File: src/rtl/timer_pkg.sv
// timer_pkg
// Shared definitions for the mm:ss countdown timer controller.
//   state_t : controller state (IDLE, RUN, PAUSE, DONE)
//   SEC_MAX : largest seconds value shown on the display
//   SEC_W   : width of the seconds field
package timer_pkg;

    typedef enum logic [1:0] {
        IDLE  = 2'd0,
        RUN   = 2'd1,
        PAUSE = 2'd2,
        DONE  = 2'd3
    } state_t;

    localparam int SEC_MAX = 59;
    localparam int SEC_W   = 6;

endpackage

File: src/rtl/mmss_adjust.sv
// mmss_adjust
// Combinational add/subtract of STEP_S seconds on an mm:ss value.
// Addition carries into minutes and saturates at MAX_MIN:59.
// Subtraction borrows from minutes and floors at 0:00.
// Ports:
//   min_in  : current minutes
//   sec_in  : current seconds (0..59)
//   sub     : 1 = subtract STEP_S, 0 = add STEP_S
//   min_out : adjusted minutes
//   sec_out : adjusted seconds
module mmss_adjust
    import timer_pkg::*;
#(
    parameter int MIN_W   = 7,
    parameter int MAX_MIN = 99,
    parameter int STEP_S  = 30
) (
    input  logic [MIN_W-1:0] min_in,
    input  logic [SEC_W-1:0] sec_in,
    input  logic             sub,
    output logic [MIN_W-1:0] min_out,
    output logic [SEC_W-1:0] sec_out
);

    localparam logic [MIN_W-1:0] MAX_MIN_V = MIN_W'(MAX_MIN);
    localparam logic [SEC_W-1:0] SEC_MAX_V = SEC_W'(SEC_MAX);

    // One extra bit so that 59 + 59 fits without wrapping.
    logic [SEC_W:0] sec_wide;

    always_comb begin
        min_out  = min_in;
        sec_out  = sec_in;
        sec_wide = '0;
        if (!sub) begin
            sec_wide = {1'b0, sec_in} + (SEC_W+1)'(STEP_S);
            if (sec_wide >= (SEC_W+1)'(60)) begin
                // Carry needed; if minutes are already at the top, pin to MAX_MIN:59.
                if (min_in >= MAX_MIN_V) begin
                    min_out = MAX_MIN_V;
                    sec_out = SEC_MAX_V;
                end else begin
                    min_out = min_in + MIN_W'(1);
                    sec_out = SEC_W'(sec_wide - (SEC_W+1)'(60));
                end
            end else begin
                sec_out = sec_wide[SEC_W-1:0];
            end
        end else begin
            if (sec_in >= SEC_W'(STEP_S)) begin
                sec_out = sec_in - SEC_W'(STEP_S);
            end else if (min_in == '0) begin
                // Nothing left to borrow from: floor at zero.
                min_out = '0;
                sec_out = '0;
            end else begin
                sec_wide = {1'b0, sec_in} + (SEC_W+1)'(60 - STEP_S);
                min_out  = min_in - MIN_W'(1);
                sec_out  = sec_wide[SEC_W-1:0];
            end
        end
    end

endmodule

File: src/rtl/countdown_timer_ctrl.sv
// countdown_timer_ctrl
// mm:ss countdown timer with load/run/pause/cancel control, in-flight
// adjust by STEP_S seconds, and a held alarm phase after expiry.
// Ports:
//   clk_1Hz    : timer clock, one count per rising edge
//   rst        : asynchronous active-low reset
//   load       : capture minutes_in/seconds_in (saturated)
//   minutes_in : preset minutes
//   seconds_in : preset seconds
//   start      : start or resume (also ends the alarm)
//   pause      : hold the count
//   cancel     : abort, clear to 0:00
//   increment  : add STEP_S seconds
//   decrement  : subtract STEP_S seconds
//   minutes    : current minutes
//   seconds    : current seconds
//   running    : high in RUN
//   paused     : high in PAUSE
//   timer_end  : one-cycle pulse on entering DONE
//   alarm      : high while in DONE
module countdown_timer_ctrl
    import timer_pkg::*;
#(
    parameter int MIN_W        = 7,
    parameter int MAX_MIN      = 99,
    parameter int STEP_S       = 30,
    parameter int ALARM_CYCLES = 3
) (
    input  logic             clk_1Hz,
    input  logic             rst,
    input  logic             load,
    input  logic [MIN_W-1:0] minutes_in,
    input  logic [SEC_W-1:0] seconds_in,
    input  logic             start,
    input  logic             pause,
    input  logic             cancel,
    input  logic             increment,
    input  logic             decrement,
    output logic [MIN_W-1:0] minutes,
    output logic [SEC_W-1:0] seconds,
    output logic             running,
    output logic             paused,
    output logic             timer_end,
    output logic             alarm
);

    localparam logic [MIN_W-1:0] MAX_MIN_V  = MIN_W'(MAX_MIN);
    localparam logic [SEC_W-1:0] SEC_MAX_V  = SEC_W'(SEC_MAX);
    localparam logic [3:0]       ALARM_LAST = 4'(ALARM_CYCLES - 1);

    state_t           state;
    logic [3:0]       alarm_cnt;
    logic [MIN_W-1:0] adj_min;
    logic [SEC_W-1:0] adj_sec;
    logic [MIN_W-1:0] load_min;
    logic [SEC_W-1:0] load_sec;
    logic             count_zero;
    logic             adj_zero;
    logic             adjust;

    // Increment outranks decrement, so subtraction is selected only when increment is low.
    mmss_adjust #(
        .MIN_W   (MIN_W),
        .MAX_MIN (MAX_MIN),
        .STEP_S  (STEP_S)
    ) u_adjust (
        .min_in  (minutes),
        .sec_in  (seconds),
        .sub     (~increment),
        .min_out (adj_min),
        .sec_out (adj_sec)
    );

    always_comb begin
        load_min   = (minutes_in > MAX_MIN_V) ? MAX_MIN_V : minutes_in;
        load_sec   = (seconds_in > SEC_MAX_V) ? SEC_MAX_V : seconds_in;
        count_zero = (minutes == '0) && (seconds == '0);
        adj_zero   = (adj_min == '0) && (adj_sec == '0);
        adjust     = increment | decrement;
    end

    assign running = (state == RUN);
    assign paused  = (state == PAUSE);

    // Controller FSM. Cancel and load act in every state; the remaining
    // controls are evaluated per state in priority order, and only the first
    // one present takes effect. timer_end defaults low so it pulses once.
    always_ff @(posedge clk_1Hz or negedge rst) begin
        if (!rst) begin
            state     <= IDLE;
            minutes   <= '0;
            seconds   <= '0;
            alarm_cnt <= '0;
            timer_end <= 1'b0;
            alarm     <= 1'b0;
        end else begin
            timer_end <= 1'b0;
            if (cancel) begin
                state     <= IDLE;
                minutes   <= '0;
                seconds   <= '0;
                alarm_cnt <= '0;
                alarm     <= 1'b0;
            end else if (load) begin
                state     <= IDLE;
                minutes   <= load_min;
                seconds   <= load_sec;
                alarm_cnt <= '0;
                alarm     <= 1'b0;
            end else begin
                case (state)
                    IDLE: begin
                        if (pause) begin
                            state <= IDLE;
                        end else if (start) begin
                            if (!count_zero) state <= RUN;
                        end else if (adjust) begin
                            minutes <= adj_min;
                            seconds <= adj_sec;
                        end
                    end
                    RUN: begin
                        if (pause) begin
                            state <= PAUSE;
                        end else if (start) begin
                            state <= RUN;
                        end else if (adjust) begin
                            minutes <= adj_min;
                            seconds <= adj_sec;
                            if (adj_zero) begin
                                state     <= DONE;
                                timer_end <= 1'b1;
                                alarm     <= 1'b1;
                                alarm_cnt <= '0;
                            end
                        end else if (seconds != '0) begin
                            seconds <= seconds - SEC_W'(1);
                            if ((minutes == '0) && (seconds == SEC_W'(1))) begin
                                state     <= DONE;
                                timer_end <= 1'b1;
                                alarm     <= 1'b1;
                                alarm_cnt <= '0;
                            end
                        end else if (minutes != '0) begin
                            seconds <= SEC_MAX_V;
                            minutes <= minutes - MIN_W'(1);
                        end else begin
                            state     <= DONE;
                            timer_end <= 1'b1;
                            alarm     <= 1'b1;
                            alarm_cnt <= '0;
                        end
                    end
                    PAUSE: begin
                        if (pause) begin
                            state <= PAUSE;
                        end else if (start) begin
                            state <= RUN;
                        end else if (adjust) begin
                            minutes <= adj_min;
                            seconds <= adj_sec;
                            if (adj_zero) state <= IDLE;
                        end
                    end
                    DONE: begin
                        if (start || (alarm_cnt == ALARM_LAST)) begin
                            state     <= IDLE;
                            minutes   <= '0;
                            seconds   <= '0;
                            alarm_cnt <= '0;
                            alarm     <= 1'b0;
                        end else begin
                            alarm_cnt <= alarm_cnt + 4'd1;
                        end
                    end
                    default: state <= IDLE;
                endcase
            end
        end
    end

endmodule

File: config.mk
export PLATFORM = sky130hd
export DESIGN_NAME = countdown_timer_ctrl
export DESIGN_NICKNAME = d
export VERILOG_FILES = /design/src/rtl/timer_pkg.sv /design/src/rtl/mmss_adjust.sv /design/src/rtl/countdown_timer_ctrl.sv
export SDC_FILE = /design/constraint.sdc
export NUM_CORES = 1
export LEC_CHECK = 0
export ABC_AREA = 0
export CAP_MARGIN = 40
export CORE_AREA = 2 2 92 85
export CTS_BUF_LIST = sky130_fd_sc_hd__clkbuf_4
export DETAILED_ROUTE_END_ITERATION = 7
export DIE_AREA = 0 0 94 87
export HOLD_SLACK_MARGIN = 0.06
export PLACE_DENSITY_LB_ADDON = 0.12
export SKIP_LAST_GASP = 1
export SLEW_MARGIN = 20
export SYNTH_ARGS = -nofsm -noshare
export SYNTH_HDL_FRONTEND = slang
export SYNTH_SLANG_ARGS = --single-unit
File: constraint.sdc
create_clock -name clk_1Hz -period 7.3 [get_ports clk_1Hz]
set_input_delay 0.73 -clock clk_1Hz [delete_from_list [all_inputs] [get_ports clk_1Hz]]
set_output_delay 0.73 -clock clk_1Hz [all_outputs]
set_load 0.1 [all_outputs]
==> results_dict.tcl <==
set metrics [dict create \
    status "finished, final reports clean" \
    setup.reg_to_reg.worst_slack_ps 2570 \
    die_area_um2 8180 \
    synth_ff_type "dfrtp_1" \
    ir_worst_vdd_mv 0.0667 \
    reg2reg_from "seconds[1]" \
    r2r_end "alarm" \
    criticalPathCategory "reg2reg" \
    final_util_pct 46.4 \
    finClkSkew_ps 13.4 \
    num_antenna_cells 0 \
    dieHeight_um 87 \
    grt_pass1_wl_mm 14.0 \
    drt-vias-per-instance 5.91 \
    synth.most_common_cell "nand2_1" \
    grt_start_max_net_pins 27 \
    grt_usage_pct 21.0 \
    layout-drive-gt1-share_pct 9.93 \
    cp_max_fo 18 \
    pre_cts_ws_ps 2640 \
    max_stage_delay_ps 690 \
    synth_top_area_cell "dfrtp_1" \
    fill_cells 725 \
    ioPinCount 38 \
    gp_congestion 0.935 \
    synthCells 379 \
    cts_tree "built" \
    initial_core_util_pct 36.7 \
    worst_setup_path_start_kind "flop" \
    crit_path_cell_trace "inv_1, ha_1, xnor2_1, inv_1, ha_1, nand2_1, o21ai_1, a31oi_4, nand4bb_1, a31oi_1, or4_1, or4_1, or4_1, nand3_1" \
    syn_area_per_cell_um2 7.09 \
    worstHoldPathCells 1 \
    setup_tns_ps 0 \
    worstHoldStart "alarm_cnt[0]" \
    cts_resized 0 \
    grt_setup_unrepaired "no" \
    synth_top_area_share_pct 19.5 \
    setup_viol 0 \
    worst_slack_ps 2570 \
    core_area_um2 7320 \
    ys_ff_latch 21 \
    ctsRootBufferMaster "clkbuf_4" \
    post-route-period-util_pct 64.8 \
    wirelength_mm 8.40 \
    crit_top_cell "or4_1" \
    max_freq_mhz 211 \
    cp_data_arrival_time_ps 5000 \
    ant_nets 0 \
    hold_end "alarm_cnt[0]" \
    synth_nets 412 \
    worstMarginPinSlew_ps 817 \
    nNetsFinal 447 \
    first_global_vias 2845 \
    clk_latency_ps 320 \
    maxCapViolations 0 \
    yosysSeqAreaShare_pct 19.5 \
    ys_top_cells_by_count "nand2_1 (49), nor2_1 (38), o21ai_0 (34)" \
    slew_headroom_pct 45.4 \
    end_kind "flop" \
    synth_area_um2 2690 \
    cts_setup_buffers 0 \
    drc 0 \
    dpl.hpwl_mm 6.40 \
    timing.critical_path.slowest_stage_cell "or4_1" \
    hold_viol 0 \
    dieWidth_um 94 \
    detail_route.wl_per_cell_um 16.5 \
    worstPathRequired_ps 7570 \
    antenna_found_initial 0 \
    power_density_nw_per_um2 182 \
    grt_overflow 0 \
    h-tree-depth 1 \
    drt-initial-drc-count 203 \
    rr_worst_depth 14 \
    synthTopCellsByArea "dfrtp_1 (20%), nand2_1 (6.8%), o21ai_0 (6.3%)" \
    p_leak_nw 1.34 \
    io_buffer_count 37 \
    hp-class "reg2reg" \
    vias 3010 \
    clkTransAtPathRegs_ps 140 \
    seq_area_um2 526 \
    clk_path_buf_depth 2 \
    dr.pass1.iters 5 \
    synthToLayoutAreaGrowth_pct 26.3 \
    drv_slew 0 \
    ys.warnings.count 0 \
    cts.sinks 21 \
    synth_edf_count 0 \
    ys_types 62 \
    multi_input_area_um2 1970 \
    cts_hold_buf 0 \
    async_flop_share_pct 100 \
    rows 30 \
    finalCriticalPeriod_ps 4730 \
    numCtsBuffers 3 \
]
[layout by cell type (no fill, tap or decap), drive strengths merged, types with 7 or more instances in the layout]
master	n
nand3	15
o41ai	7
nand2	49
xor2	8
o21ai	35
a211oi	8
inv	17
a31oi	8
nor3	11
ha	12
clkdlybuf4s50	37
buf	21
dfrtp	21
a21oi	24
nor2	38
[metrics by stage]
stage | cells | power [mW] | hold slack [ps] | cell area [um^2]
2_1_floorplan | 379 | 0.437 | 434 | 2690
3_5_place_dp | 502 | 0.554 | 521 | 3340
4_1_cts | 506 | 0.616 | 542 | 3370
6_report | 509 | 0.617 | 537 | 3400
5_1_grt | 509 | 0.660 | 564 | 3400
3_3_place_gp | 483 | 0.526 | 522 | 3050
[cell families (layout without fill, tap and decap cells)]
group / after synthesis / in the layout / share of synthesized area [%]
adders and majority gates: 12 / 12 / 5.58
xor gates and xnor gates: 13 / 13 / 4.93
DFF: 21 / 21 / 19.5
buffers and inverters: 46 / 80 / 7.21
and+or+nand+nor: 156 / 156 / 28.3
AOI/OAI and AO/OA: 126 / 126 / 31.9
muxes: 5 / 5 / 2.47
[critical path, delay by kind of cell (launching register included)]
| kind | cells | cell delay (ps) |
|---|---|---|
| buffers and inverters | 2 | 310 |
| adder cells (fa/ha/maj) | 2 | 590 |
| flip-flops | 1 | 620 |
| AND/OR/NAND/NOR | 6 | 2170 |
| XOR/XNOR | 1 | 280 |
| AO/OA/AOI/OAI | 3 | 710 |
[metal layers]
layer  track usage, %  up-vias  part of all wire (%)
met1             30.1     1452                    47
met2             34.2       80                    47
met5                0        -                     0
li1                 -     1469                     -
met4             4.48        0                   1.1
met3             2.42        9                   5.0
[final cells by class]
class / instances / share of cell area (%)
clock buffer: 3 / 0.663
inverter: 17 / 1.88
tap: 96 / 3.54
clock inverter: 1 / 0.147
multi-input combinational: 312 / 58.0
sequential: 21 / 15.5
timing repair buffer: 59 / 20.3
[state kept, by name (all words and copies together) (netlist names)]
| register | cells |
|---|---|
| minutes | 7 |
| timer_end | 1 |
| alarm | 1 |
| seconds | 6 |
| state | 2 |
| alarm_cnt | 4 |
[worst max path at each step]
stage                          start  endpoint  slack, ps
final                     seconds[1]     alarm       2570
after global routing      seconds[1]     alarm       2190
after CTS                 seconds[1]     alarm       2610
after detailed placement  seconds[1]     alarm       2640
after global placement    seconds[1]     alarm       2790
after floorplan           seconds[2]     alarm       2630
[where the power goes]
part | leakage (nW) | switching (mW) | internal (mW)
Combinational | 1.04 | 0.238 | 0.158
Clock | 0.0177 | 0.0397 | 0.0205
Sequential | 0.280 | 0.0354 | 0.125
(Power assumes the default switching activity.)
